`config.mk`:
```
export PLATFORM = sky130hd
export DESIGN_NAME = axi_sram_slave
export DESIGN_NICKNAME = d
export VERILOG_FILES = /design/src/rtl/axi_sram_slave_pkg.sv /design/src/rtl/axi_sram_addr_gen.sv /design/src/rtl/axi_sram_slave.sv
export SDC_FILE = /design/constraint.sdc
export NUM_CORES = 1
export LEC_CHECK = 0
export BUFFER_PORTS_ARGS = -buffer_cell sky130_fd_sc_hd__buf_2
export CAP_MARGIN = 30
export CORE_AREA = 5 5 105 107
export DETAILED_ROUTE_END_ITERATION = 10
export DIE_AREA = 0 0 110 112
export HOLD_SLACK_MARGIN = 0.1
export MAX_ROUTING_LAYER = met4
export PLACE_DENSITY = 0.67
export SLEW_MARGIN = 15
export SYNTH_ARGS = -nofsm -noshare
export SYNTH_HDL_FRONTEND = slang
export SYNTH_SLANG_ARGS = --single-unit
```
`constraint.sdc`:
```
create_clock -name ACLK -period 1.9 [get_ports ACLK]
set_input_delay 0.38 -clock ACLK [delete_from_list [all_inputs] [get_ports ACLK]]
set_output_delay 0.38 -clock ACLK [all_outputs]
set_load 0.02 [all_outputs]
```
`src/rtl/axi_sram_slave_pkg.sv`:
```
// Shared constants and state encoding for the AXI3 SRAM slave.
package axi_sram_slave_pkg;

  localparam int unsigned BEAT_W = 5;

  localparam logic [1:0] RESP_OKAY   = 2'b00;
  localparam logic [1:0] RESP_SLVERR = 2'b10;

  localparam logic [1:0] BURST_FIXED = 2'b00;
  localparam logic [1:0] BURST_INCR  = 2'b01;
  localparam logic [1:0] BURST_WRAP  = 2'b10;

  typedef enum logic [2:0] {
    ST_IDLE     = 3'd0,
    ST_WR_DATA  = 3'd1,
    ST_WR_RESP  = 3'd2,
    ST_RD_ISSUE = 3'd3,
    ST_RD_SEND  = 3'd4
  } state_e;

endpackage

```
`src/rtl/axi_sram_addr_gen.sv`:
```
// Burst address generator: word address, remaining beats and range error,
// loaded at the address handshake and stepped once per data beat.
module axi_sram_addr_gen
  import axi_sram_slave_pkg::*;
#(
  parameter int unsigned           ADDR_WIDTH = 32,
  parameter int unsigned           SRAM_AW    = 12,
  parameter logic [ADDR_WIDTH-1:0] BASE_ADDR  = '0
) (
  input  logic                  clk,
  input  logic                  rst,
  input  logic                  load,
  input  logic [ADDR_WIDTH-1:0] addr,
  input  logic [3:0]            len,
  input  logic [1:0]            burst,
  input  logic                  step,
  output logic [SRAM_AW-1:0]    word_addr,
  output logic [BEAT_W-1:0]     beats_left,
  output logic                  last_c,
  output logic                  err
);

  logic [ADDR_WIDTH-1:0] offset;
  logic                  incr_q;
  logic                  unused_offset;

  assign offset        = addr - BASE_ADDR;
  assign unused_offset = ^offset[1:0];
  assign last_c        = (beats_left == BEAT_W'(1));

  // WRAP is serviced as INCR; the word address wraps naturally at the SRAM depth
  always_ff @(posedge clk or posedge rst) begin
    if (rst) begin
      word_addr  <= '0;
      beats_left <= '0;
      incr_q     <= 1'b0;
      err        <= 1'b0;
    end else if (load) begin
      word_addr  <= offset[SRAM_AW+1:2];
      beats_left <= BEAT_W'(len) + BEAT_W'(1);
      incr_q     <= (burst == BURST_INCR) || (burst == BURST_WRAP);
      err        <= |offset[ADDR_WIDTH-1:SRAM_AW+2];
    end else if (step) begin
      if (incr_q) begin
        word_addr <= word_addr + SRAM_AW'(1);
      end
      beats_left <= beats_left - BEAT_W'(1);
    end
  end

endmodule

```
`src/rtl/axi_sram_slave.sv`:
```
// AXI3 slave fronting a single-port synchronous SRAM; one transaction at a
// time, writes win over reads, FIXED/INCR bursts at word granularity.
module axi_sram_slave
  import axi_sram_slave_pkg::*;
#(
  parameter int unsigned           DATA_WIDTH = 32,
  parameter int unsigned           ADDR_WIDTH = 32,
  parameter int unsigned           ID_WIDTH   = 6,
  parameter int unsigned           STRB_WIDTH = DATA_WIDTH / 8,
  parameter int unsigned           SRAM_AW    = 12,
  parameter logic [ADDR_WIDTH-1:0] BASE_ADDR  = '0
) (
  input  logic                  ACLK,
  input  logic                  ARESET,
  input  logic [ADDR_WIDTH-1:0] AWADDR,
  input  logic [3:0]            AWLEN,
  input  logic [2:0]            AWSIZE,
  input  logic [1:0]            AWBURST,
  input  logic [ID_WIDTH-1:0]   AWID,
  input  logic                  AWVALID,
  output logic                  AWREADY,
  input  logic [DATA_WIDTH-1:0] WDATA,
  input  logic [STRB_WIDTH-1:0] WSTRB,
  input  logic                  WLAST,
  input  logic [ID_WIDTH-1:0]   WID,
  input  logic                  WVALID,
  output logic                  WREADY,
  output logic [1:0]            BRESP,
  output logic [ID_WIDTH-1:0]   BID,
  output logic                  BVALID,
  input  logic                  BREADY,
  input  logic [ADDR_WIDTH-1:0] ARADDR,
  input  logic [3:0]            ARLEN,
  input  logic [2:0]            ARSIZE,
  input  logic [1:0]            ARBURST,
  input  logic [ID_WIDTH-1:0]   ARID,
  input  logic                  ARVALID,
  output logic                  ARREADY,
  output logic [DATA_WIDTH-1:0] RDATA,
  output logic [1:0]            RRESP,
  output logic                  RLAST,
  output logic [ID_WIDTH-1:0]   RID,
  output logic                  RVALID,
  input  logic                  RREADY,
  output logic                  sram_en,
  output logic [STRB_WIDTH-1:0] sram_we,
  output logic [SRAM_AW-1:0]    sram_addr,
  output logic [DATA_WIDTH-1:0] sram_wdata,
  input  logic [DATA_WIDTH-1:0] sram_rdata
);

  state_e              state_q, state_d;
  logic [ID_WIDTH-1:0] id_q;
  logic                ag_load, ag_step, ag_last_c, ag_err;
  logic [SRAM_AW-1:0]  ag_addr;
  logic [BEAT_W-1:0]   ag_beats;
  logic                unused_inputs;

  assign unused_inputs = ^{AWSIZE, ARSIZE, WLAST, WID, ag_beats};
  assign ag_load       = (state_q == ST_IDLE) && (AWVALID || ARVALID);
  assign sram_addr     = ag_addr;

  axi_sram_addr_gen #(
    .ADDR_WIDTH(ADDR_WIDTH),
    .SRAM_AW   (SRAM_AW),
    .BASE_ADDR (BASE_ADDR)
  ) u_addr_gen (
    .clk       (ACLK),
    .rst       (ARESET),
    .load      (ag_load),
    .addr      (AWVALID ? AWADDR : ARADDR),
    .len       (AWVALID ? AWLEN : ARLEN),
    .burst     (AWVALID ? AWBURST : ARBURST),
    .step      (ag_step),
    .word_addr (ag_addr),
    .beats_left(ag_beats),
    .last_c    (ag_last_c),
    .err       (ag_err)
  );

  // State and transaction ID registers
  always_ff @(posedge ACLK or posedge ARESET) begin
    if (ARESET) begin
      state_q <= ST_IDLE;
      id_q    <= '0;
    end else begin
      state_q <= state_d;
      if (ag_load) begin
        id_q <= AWVALID ? AWID : ARID;
      end
    end
  end

  // Next state and channel/SRAM outputs; READYs are gated so reset drops them at once
  always_comb begin
    state_d    = state_q;
    AWREADY    = 1'b0;
    ARREADY    = 1'b0;
    WREADY     = 1'b0;
    BVALID     = 1'b0;
    BRESP      = RESP_OKAY;
    BID        = '0;
    RVALID     = 1'b0;
    RDATA      = '0;
    RRESP      = RESP_OKAY;
    RLAST      = 1'b0;
    RID        = '0;
    sram_en    = 1'b0;
    sram_we    = '0;
    sram_wdata = '0;
    ag_step    = 1'b0;
    case (state_q)
      ST_IDLE: begin
        AWREADY = !ARESET;
        ARREADY = !ARESET && !AWVALID;
        if (AWVALID) begin
          state_d = ST_WR_DATA;
        end else if (ARVALID) begin
          state_d = ST_RD_ISSUE;
        end
      end
      ST_WR_DATA: begin
        WREADY = 1'b1;
        if (WVALID) begin
          sram_en    = !ag_err;
          sram_we    = ag_err ? '0 : WSTRB;
          sram_wdata = WDATA;
          ag_step    = 1'b1;
          if (ag_last_c) begin
            state_d = ST_WR_RESP;
          end
        end
      end
      ST_WR_RESP: begin
        BVALID = 1'b1;
        BID    = id_q;
        BRESP  = ag_err ? RESP_SLVERR : RESP_OKAY;
        if (BREADY) begin
          state_d = ST_IDLE;
        end
      end
      ST_RD_ISSUE: begin
        sram_en = !ag_err;
        state_d = ST_RD_SEND;
      end
      ST_RD_SEND: begin
        RVALID = 1'b1;
        RDATA  = ag_err ? '0 : sram_rdata;
        RRESP  = ag_err ? RESP_SLVERR : RESP_OKAY;
        RLAST  = ag_last_c;
        RID    = id_q;
        if (RREADY) begin
          ag_step = 1'b1;
          state_d = ag_last_c ? ST_IDLE : ST_RD_ISSUE;
        end
      end
      default: state_d = ST_IDLE;
    endcase
  end

endmodule
```
==> results.cfg, run 1 <==
[finish]
layout.nets = 769
layout-drive-gt1-share_pct = 56.80
synthToLayoutAreaGrowth_pct = 88.73

[placement]
io_buffer_count = 259
pre_cts_slack_ns = -0.009011
gpl.final_weighted_congestion = 0.8370
detailedPlacementHpwl_um = 10220

[route]
drc_errors = 0
ant_nets = 0
route.detailed.wl_per_inst_um = 17.84
drt_iter0_drc = 110
routed_via_density = 4.608
dr_total_vias = 3341
drt-total-wl_um = 12930
drt_pass1_iterations = 4

[synthesis]
netlist.top_cell.by_area = dfrtp_1
syn-cell-area_um2 = 2610
ys_ff_latch = 28
avgSynthCellArea_um2 = 8.312
post_synth_num_cell_types = 50
yosysTopAreaCellShare_pct = 26.85
synth-async-reset-ratio_pct = 100.0
number_of_enable_flip_flop_cells_after_synthesis = 0
synth_top_flop_cell = dfrtp_1
synth_warnings = 0
synth_area_leaders = dfrtp_1 27%, and2_1 20%, mux2i_1 4.2%, a211oi_1 4.0%, xnor2_1 3.7%
yosysSeqAreaShare_pct = 26.85
post_synthesis_cell_count = 314

[power_and_ir_drop]
power_density_nw_per_um2 = 1123
share_comb_of_total_power_pct = 68.0
internal_power_mw = 2.952
seqPwrFrac_pct = 22.8
switching_share_pct = 46.65
peakVddDrop_mv = 0.4449
clockPowerShare_pct = 9.1
total_leakage_power_nw = 2.443
total_switching_power_mw = 2.581

[clock_network]
cts-hold-fix-buffers = 0
clkSinkCount = 28
cts.htree.levels = 1
cts_tree = built
clk_pin_slew_worst_paths_ns = 0.11
worst_skew_pair.late_latency_ns = 0.29
cts_buffer_depth = 2
numCtsBuffers = 3
clk_root_buffer_cell = clkbuf_8

[timing]
finalSetupViolCount = 78
timing_hold_violations_final = 0
period_needed_ns = 2.056
finClkSkew_ns = 0.004675
period_share_pct = 108.2
grt_setup_unrepaired = yes
post-route-worst-setup-slack_ns = -0.1556
fin_tns_setup_ns = -7.804
drv_slew = 0
timing.fmax_mhz = 486.5

[worst_setup_path]
cp_cell_instances = nand2b_4 > or2_4 > nor2_4 > buf_12 > and2_1 > buf_6
critPathMaxStageDelay_ns = 0.40
reg2regPathDepth = 6
critPathCaptureType = output pin
critPathSlowestCell = dfrtp_1
worst_ep_required_time_ns = 1.52
critical_path.startpoint_type = flop
worstPathMaxFanout = 32
timing.setup.critical_path_class = reg -> out
cp_data_arrival_time_ns = 1.68

[floorplan]
placementRows = 37
initial_utilization_pct = 25.98
chipHeight_um = 112
top_level_ports = 279
fp.dieArea_um2 = 12320
die_width_um = 110
floorplan.core_area_um2 = 10050

[outcome]
outcome = complete, but fails checks
violations = negative setup slack

[worst_hold_path]
hold_path_class = in -> async

[global_routing]
grt_pass1_wl_um = 18940
overflow = 0
vias_in_the_first_global_route = 3514
grt_util_all_layers_pct = 20.38
grt_start_max_net_pins = 35
antenna_found_initial = 1

[job]
drv_cap = 0
==> worst max-delay path: cells and delay by family, from the launching register on <==
family | cells | cell delay, ns
buffers and inverters | 2 | 0.29
DFF | 1 | 0.40
and+or+nand+nor | 4 | 0.68
==> registers in the layout (all words and copies together), names as in the netlist <==
register               cells
u_addr_gen.word_addr      12
id_q                       6
u_addr_gen.beats_left      5
state_q                    3
u_addr_gen.err             1
u_addr_gen.incr_q          1
==> power by group through the flow <==
stage	logic (mW)	clock network, mW	registers (mW)
3_3_place_gp	3.08	0	1.21
3_5_place_dp	3.16	0	1.22
4_1_cts	3.47	0.517	1.23
2_1_floorplan	1.85	0	1.31
6_report	3.76	0.504	1.26
5_1_grt	4.08	0.536	1.32
==> cell usage in the layout (no fill, tap or decap), types with 4 or more instances in the layout <==
| master | instances |
|---|---|
| a211oi_1 | 14 |
| a21oi_1 | 15 |
| and2_1 | 67 |
| and2_4 | 16 |
| buf_12 | 5 |
| buf_2 | 177 |
| buf_4 | 44 |
| buf_6 | 63 |
| dfrtp_1 | 27 |
| inv_1 | 9 |
| mux2i_1 | 11 |
| nand2_1 | 14 |
| nand3_1 | 4 |
| nor2_1 | 5 |
| nor2b_1 | 12 |
| nor4_1 | 9 |
| o21ai_0 | 9 |
| o21ai_1 | 4 |
| xnor2_1 | 11 |
| xor2_1 | 5 |
==> per-stage QoR <==
| step | instance area, µm² | hold slack (ns) | utilization [%] | std cells | power [mW] |
|---|---|---|---|---|---|
| finish | 4926 | 0.1027 | 49.03 | 725 | 5.533 |
| global route | 4926 | 0.1237 | 49.03 | 725 | 5.931 |
| CTS | 4614 | 0.1067 | 45.93 | 722 | 5.216 |
| detailed placement | 4199 | 0.4256 | 41.80 | 711 | 4.380 |
| global placement | 4199 | 0.4150 | 41.80 | 711 | 4.289 |
| floorplan | 2634 | 0.4454 | - | 315 | 3.167 |
==> area by class of cell <==
class / instances / area [µm²]
Clock inverter: 1 / 30.03
Timing Repair Buffer: 289 / 2026
Inverter: 11 / 41.29
Fill cell: 966 / 5120
Tap cell: 136 / 170.2
Clock buffer: 3 / 41.29
Multi-Input combinational cell: 255 / 1906
Sequential cell: 28 / 701.9
Timing Repair inverter: 1 / 7.507
Antenna cell: 1 / 2.502
==> cells in the mapped netlist, drive strengths merged, types with 2 or more instances <==
cell      n
clkbuf   12
xor2      5
nor3b     2
a211o     2
mux2i    11
nand2    14
a2111oi   4
nor4b     2
buf       9
nor4     11
mux2      2
dfrtp    28
o211ai    3
ha        4
nand4     3
a211oi   14
and4bb    2
nor3      4
xnor2    11
nand2b    3
nor2b    13
nand3     4
a21oi    15
o21a      2
o31ai     3
a31oi     2
inv      11
o21ai    14
and2     83
nor2      6
nand3b    4
or4       2
==> logic make-up (layout without fill, tap and decap cells) <==
logic type	count (synthesis)	count (layout)	synth area share, %
simple gates	157	157	37.58
buf+inv	32	305	6.328
fa+ha+maj	4	4	1.918
other cells	1	3	0.1437
xor+xnor	16	16	5.369
mux	13	13	5.082
flops	28	28	26.85
compound gates	63	63	16.73
==> final timing paths <==
path                            startpoint  slack (ns)                       end
worst max-delay path            state_q[0]       -0.16                  RDATA[6]
worst min-delay path                ARESET        0.10                state_q[0]
worst max register to register  state_q[2]        0.05  u_addr_gen.beats_left[1]
worst min register to register     id_q[2]        0.51                   id_q[2]
max in group asynchronous           ARESET        1.18                   id_q[3]
min in group ACLK                   BREADY        0.27                state_q[1]
==> per-layer routing <==
layer,vias up,track usage (%),part of all wire [%]
met2,132,35.15,53
met4,0,5.486,1.7
met3,13,3.246,5.9
met5,-,-,0
li1,1647,-,-
met1,1549,24.26,39
==> what timing repair did <==
action,4_1_cts,5_1_grt
gates cloned,2,0
buffers inserted,5,2
pin swaps,5,3
resized for setup,99,88
endpoints found under the setup margin,87,101
Note: power is estimated with default switching activity, not from simulation.
==> run 2, diff against run 1 <==
Settings changed: ABC_AREA from default to 1, CAP_MARGIN 30 to default, CORE_AREA 5 5 105 107 to 5 5 106 108, DIE_AREA 0 0 110 112 to 0 0 111 113, PLACE_DENSITY 0.67 to 0.69.
==> results.cfg, run 2 <==
[synthesis]
synth-async-reset-ratio_pct = 100.0
synth_top_flop_cell = dfrtp_1
yosysSeqAreaShare_pct = 24.35
number_of_enable_flip_flop_cells_after_synthesis = 0
avgSynthCellArea_um2 = 5.513
synth.cells.most_frequent = 156 x nand2_1, 135 x nor2_1, 69 x inv_1
synth_area_leaders = dfrtp_1 24%, nand2_1 20%, nor2_1 18%, inv_1 9.0%, nand3_1 3.5%
ys_ff_latch = 28
post_synth_num_cell_types = 33
post_synthesis_cell_count = 522
netlist.top_cell.by_area = dfrtp_1
synth.most_common_cell = nand2_1
yosysTopAreaCellShare_pct = 24.35
syn-cell-area_um2 = 2878
synth_warnings = 0

[finish]
nFillCells = 1094
largest_register_ffs = 12
final_area_um2 = 4713
antenna_cells_inserted = 0
final_common_cell = buf_2
largest-register = u_addr_gen.word_addr
layout-drive-gt1-share_pct = 40.74
largest_registers = u_addr_gen.word_addr: 12 flops, id_q: 6 flops, u_addr_gen.beats_left: 5 flops
layout.cells.most_common_list = 210 x buf_2, 156 x nand2_1, 122 x nor2_1
layout.nets = 964
synthToLayoutAreaGrowth_pct = 63.78

[worst_setup_path]
critPathMaxStageDelay_ns = 0.46
critPathSlowestCell = dfrtp_2
worstPathMaxFanout = 40
worst_ep_required_time_ns = 1.52
cp_cell_instances = nor2_4 > nand2_1 > buf_12 > nor2_1 > buf_2
critPathCaptureType = output pin
critical_path.startpoint_type = flop
setup.reg_to_reg.worst_slack_ns = 0.25
cp_data_arrival_time_ns = 1.46
timing.setup.critical_path_class = reg -> out

[clock_network]
clk_root_buffer_cell = clkbuf_8
cts_buffer_depth = 2
worst_skew_pair.late_latency_ns = 0.28
numCtsBuffers = 3
clkSinkCount = 28
cts_tree = built
clk_pin_slew_worst_paths_ns = 0.11
cts-hold-fix-buffers = 0
cts.htree.levels = 1

[route]
drc_errors = 0
dr_total_vias = 3994
routed_via_density = 4.346
ant_nets = 0
route.detailed.wl_per_inst_um = 12.69
drt_pass1_iterations = 5
drt_iter0_drc = 257
drt-total-wl_um = 11660

[job]
drv_cap = 0

[timing]
finClkSkew_ns = 0.005923
post-route-worst-setup-slack_ns = 0.05547
period_share_pct = 97.08
period_needed_ns = 1.845
grt_setup_unrepaired = yes
timing_worst_slew_pin_value_ns = 0.5111
slew_limit_headroom_pct = 65.56
finalSetupViolCount = 0
timing.fmax_mhz = 542.1
drv_slew = 0
fin_hold_ws_ns = 0.1921
timing_hold_violations_final = 0

[floorplan]
placementRows = 37
initial_utilization_pct = 28.38
die_width_um = 111
top_level_ports = 279
chipHeight_um = 113
fp.dieArea_um2 = 12540
floorplan.core_area_um2 = 10140

[placement]
io_buffer_count = 259
gpl.final_weighted_congestion = 0.9662
detailedPlacementHpwl_um = 9443
postPlaceCellArea_um2 = 4339
pre_cts_slack_ns = 0.1855

[global_routing]
antenna_found_initial = 0
overflow = 0
grt_util_all_layers_pct = 17.56
vias_in_the_first_global_route = 3659
grt_start_max_net_pins = 41
grt_pass1_wl_um = 17970

[power_and_ir_drop]
total_leakage_power_nw = 2.789
peakVddDrop_mv = 0.4983
power_density_nw_per_um2 = 1067

[outcome]
outcome = finished, final reports clean

[worst_hold_path]
hold_path_class = in -> async
-- run 2: cell types whose count changed after synthesis, moves of 10 or more --
cell	before	now
nand2_1	14	156
nor2_1	6	135
and2_1	83	0
inv_1	11	69
nand3_1	4	20
a211oi_1	14	0
nor2b_1	13	0
mux2i_1	11	0
nor4_1	11	0
o21ai_0	9	19
-- run 2: metrics by stage --
stage	setup TNS, ns	power [mW]	cells	util (%)
floorplan	0	3.305	523	-
global placement	0	4.213	907	42.80
detailed placement	0	4.244	907	42.80
CTS	0	4.779	914	44.02
global route	-0.2883	5.526	919	46.49
finish	0	5.027	919	46.49
-- run 2: power by group --
group	leakage (nW)	internal [mW]	switching (mW)
sequential	0.334	0.892	0.303
combinational	2.43	1.35	2.09
clock	0.0288	0.186	0.201
-- run 2: timing repair --
item / in CTS / in global routing
buffers inserted: 3 / 5
resized for setup: 10 / 76
hold endpoints to repair: 0 / 0
setup endpoints to repair: 83 / 82
pin swaps: 1 / 3
cloned: 0 / 0
-- run 2: logic make-up after synthesis --
logic type / after synthesis / share of synthesized area [%]
compound gates: 50 / 10.00
xor+xnor: 4 / 1.218
other cells: 1 / 0.1303
fa+ha+maj: 4 / 1.739
buf+inv: 99 / 14.22
simple gates: 336 / 48.35
flops: 28 / 24.35
-- run 2: critical path: cells and delay by family, from the launching register on --
| kind | cells | cell delay, ns |
|---|---|---|
| DFF | 1 | 0.46 |
| and+or+nand+nor | 3 | 0.36 |
| buffers and inverters | 2 | 0.36 |
-- run 2: final cells by class --
| type | count | area, µm² | area share [%] |
|---|---|---|---|
| well taps | 136 | 170.2 | 3.610 |
| clock buffers | 4 | 55.05 | 1.168 |
| repair buffers | 281 | 1664 | 35.31 |
| inverters | 74 | 280.3 | 5.946 |
| flip-flops and latches | 28 | 704.4 | 14.95 |
| multi-input cells | 396 | 1839 | 39.02 |
-- run 2: routing by layer --
layer / share of wire [%] / track usage, %
met2: 52 / 31.51
met1: 42 / 21.75
met5: 0 / -
met4: 0.051 / 0.9852
met3: 6.2 / 3.048
-- run 2: worst paths after layout --
check | startpoint | endpoint | cells after the start
worst max-delay path | state_q[0] | RID[2] | 5
worst min-delay path | ARESET | id_q[4] | 3
worst max register to register | u_addr_gen.word_addr[0] | u_addr_gen.word_addr[8] | 10
worst min register to register | id_q[3] | id_q[3] | 2
max in group asynchronous | ARESET | state_q[1] | 3
min in group ACLK | ARID[1] | id_q[1] | 3
==> run 3, diff against run 2 <==
--- a/config.mk
+++ b/config.mk
@@ -10,2 +10,3 @@
 export CORE_AREA = 5 5 106 108
+export CTS_BUF_LIST = sky130_fd_sc_hd__clkbuf_4 sky130_fd_sc_hd__clkbuf_8 sky130_fd_sc_hd__clkbuf_16
 export DETAILED_ROUTE_END_ITERATION = 10
--- a/constraint.sdc
+++ b/constraint.sdc
@@ -3,2 +3,2 @@
 set_output_delay 0.38 -clock ACLK [all_outputs]
-set_load 0.02 [all_outputs]
+set_load 0.1 [all_outputs]
==> results.cfg, run 3 (synthesis gave the netlist of run 2 again) <==
[finish]
fin_util_pct = 66.20
final_common_cell = buf_2
largest_register_ffs = 12
layout.nets = 974
synthToLayoutAreaGrowth_pct = 133.2
nFillCells = 838
layout-drive-gt1-share_pct = 52.08
final_area_um2 = 6711
antenna_cells_inserted = 0
largest_registers = u_addr_gen.word_addr: 12 flops, id_q: 6 flops, u_addr_gen.beats_left: 5 flops
layout.cells.most_common_list = 170 x buf_2, 154 x nand2_1, 95 x buf_12
largest-register = u_addr_gen.word_addr

[power_and_ir_drop]
clockPowerShare_pct = 5.6
total_leakage_power_nw = 3.130
seqPwrFrac_pct = 13.9
total_switching_power_mw = 5.263
switching_share_pct = 60.62
share_comb_of_total_power_pct = 80.5
internal_power_mw = 3.419
total_power_mw = 8.681
power_density_nw_per_um2 = 1294
peakVddDrop_mv = 1.145

[placement]
gpl.final_weighted_congestion = 0.8721
io_buffer_count = 259
postPlaceCellArea_um2 = 6482
detailedPlacementHpwl_um = 11350

[global_routing]
vias_in_the_first_global_route = 4173
grt_util_all_layers_pct = 21.31
antenna_found_initial = 0
overflow = 0
grt_start_max_net_pins = 36
grt_pass1_wl_um = 21400

[worst_setup_path]
critPathMaxStageDelay_ns = 0.46
critPathSlowestCell = dfrtp_2
worst_path_most_repeated_cell = buf_12
worst_ep_required_time_ns = 1.52
cp_data_arrival_time_ns = 1.61
cp_cell_instances = buf_6 > nor3_4 > inv_2 > buf_12 > nor2_4 > buf_12
timing.setup.critical_path_class = reg -> out
worstPathMaxFanout = 6
critical_path.startpoint_type = flop
critPathCaptureType = output pin

[route]
routed_via_density = 4.545
detailroute.wirelength.met3_um = 804
route.detailed.wl_per_inst_um = 14.54
met2RoutedLength_um = 7297
highest_layer = met4
ant_nets = 0
drt-met1-wl_um = 5134
drc_errors = 0
drt_iter0_drc = 217
dr_total_vias = 4222
drt-total-wl_um = 13510
drt_pass1_iterations = 4

[clock_network]
clk_pin_slew_worst_paths_ns = 0.10
numCtsBuffers = 3
clk_root_buffer_cell = clkbuf_8
worst_skew_pair.late_latency_ns = 0.28
cts.htree.levels = 1
cts_buffer_depth = 2
cts-hold-fix-buffers = 0
clkSinkCount = 28
cts_tree = built

[timing]
grt_setup_unrepaired = yes
timing_hold_violations_final = 0
timing.fmax_mhz = 502.5
drv_slew = 0
finClkSkew_ns = 0.004506
fin_tns_setup_ns = -2.466
period_needed_ns = 1.990
post-route-worst-setup-slack_ns = -0.09025
fin_hold_ws_ns = 0.1381
finalSetupViolCount = 82
period_share_pct = 104.7

[job]
drv_cap = 0

[floorplan]
die_width_um = 111
fp.dieArea_um2 = 12540
chipHeight_um = 113
top_level_ports = 279
initial_utilization_pct = 28.38
floorplan.core_area_um2 = 10140
placementRows = 37

[outcome]
violations = negative setup slack
outcome = complete, but fails checks

[worst_hold_path]
hold_path_class = in -> async
==> run 3: cell types whose count changed in the layout (fill, tap and decap cells not counted), moves of 2 or more <==
cell,previous run,this run
inv_2,4,6
buf_6,8,4
buf_4,59,20
buf_12,4,95
inv_1,68,65
dfrtp_1,25,21
nor2_4,1,86
dfrtp_2,3,7
buf_2,210,170
nand2_1,156,154
nor2_1,122,48
clkbuf_16,0,2
nor2_2,13,2
==> run 3: path summary, 6_finish.rpt <==
| path | startpoint | end | slack, ns | depth (start not counted) |
|---|---|---|---|---|
| max | state_q[2] | BID[3] | -0.09 | 6 |
| min | ARESET | u_addr_gen.word_addr[8] | 0.14 | 3 |
| max reg2reg | state_q[0] | u_addr_gen.word_addr[9] | 0.17 | 8 |
| min reg2reg | id_q[5] | id_q[5] | 0.49 | 2 |
| max in group asynchronous | ARESET | u_addr_gen.word_addr[0] | 1.53 | 3 |
| min in group ACLK | ARID[5] | id_q[5] | 0.38 | 3 |
==> run 3: per-layer routing <==
metal,up-vias,GRT usage [%]
met1,1925,23.00
met4,0,4.351
met3,18,3.690
li1,2127,-
met2,152,40.90
met5,-,-
==> run 3: power groups by stage <==
stage,logic (mW),registers (mW),clock network [mW]
floorplan,3.96,1.97,0
global placement,6.64,1.20,0
detailed placement,6.72,1.21,0
CTS,6.88,1.19,0.490
global route,7.40,1.26,0.517
finish,6.99,1.21,0.483
==> run 3: repair_timing <==
item | CTS | global route
setup buffers | 8 | 3
setup endpoints to repair | 81 | 85
hold endpoints to repair | 0 | 0
gates resized for setup | 6 | 8
pin swaps | 8 | 5
cloned | 0 | 2
==> run 3: area by class of cell <==
class	count	area, µm²	area share [%]
repair buffers	291	2998	44.67
multi-input cells	396	2480	36.95
flip-flops and latches	28	709.4	10.57
inverters	74	282.8	4.213
well taps	136	170.2	2.535
clock buffers	3	41.29	0.6152
clock inverters	1	30.03	0.4474
==> run 3: critical path, delay by kind of cell (launching register included) <==
| family | cells | cell delay [ns] |
|---|---|---|
| buffers and inverters | 4 | 0.54 |
| flip-flops | 1 | 0.46 |
| AND/OR/NAND/NOR | 2 | 0.33 |
==> run 3: per-stage QoR <==
stage	instances	setup WS, ns
after global placement	913	0.1519
final	929	-0.09025
after global routing	929	-0.1468
after CTS	925	-0.07962
after detailed placement	913	0.1541
after floorplan	523	-0.9426
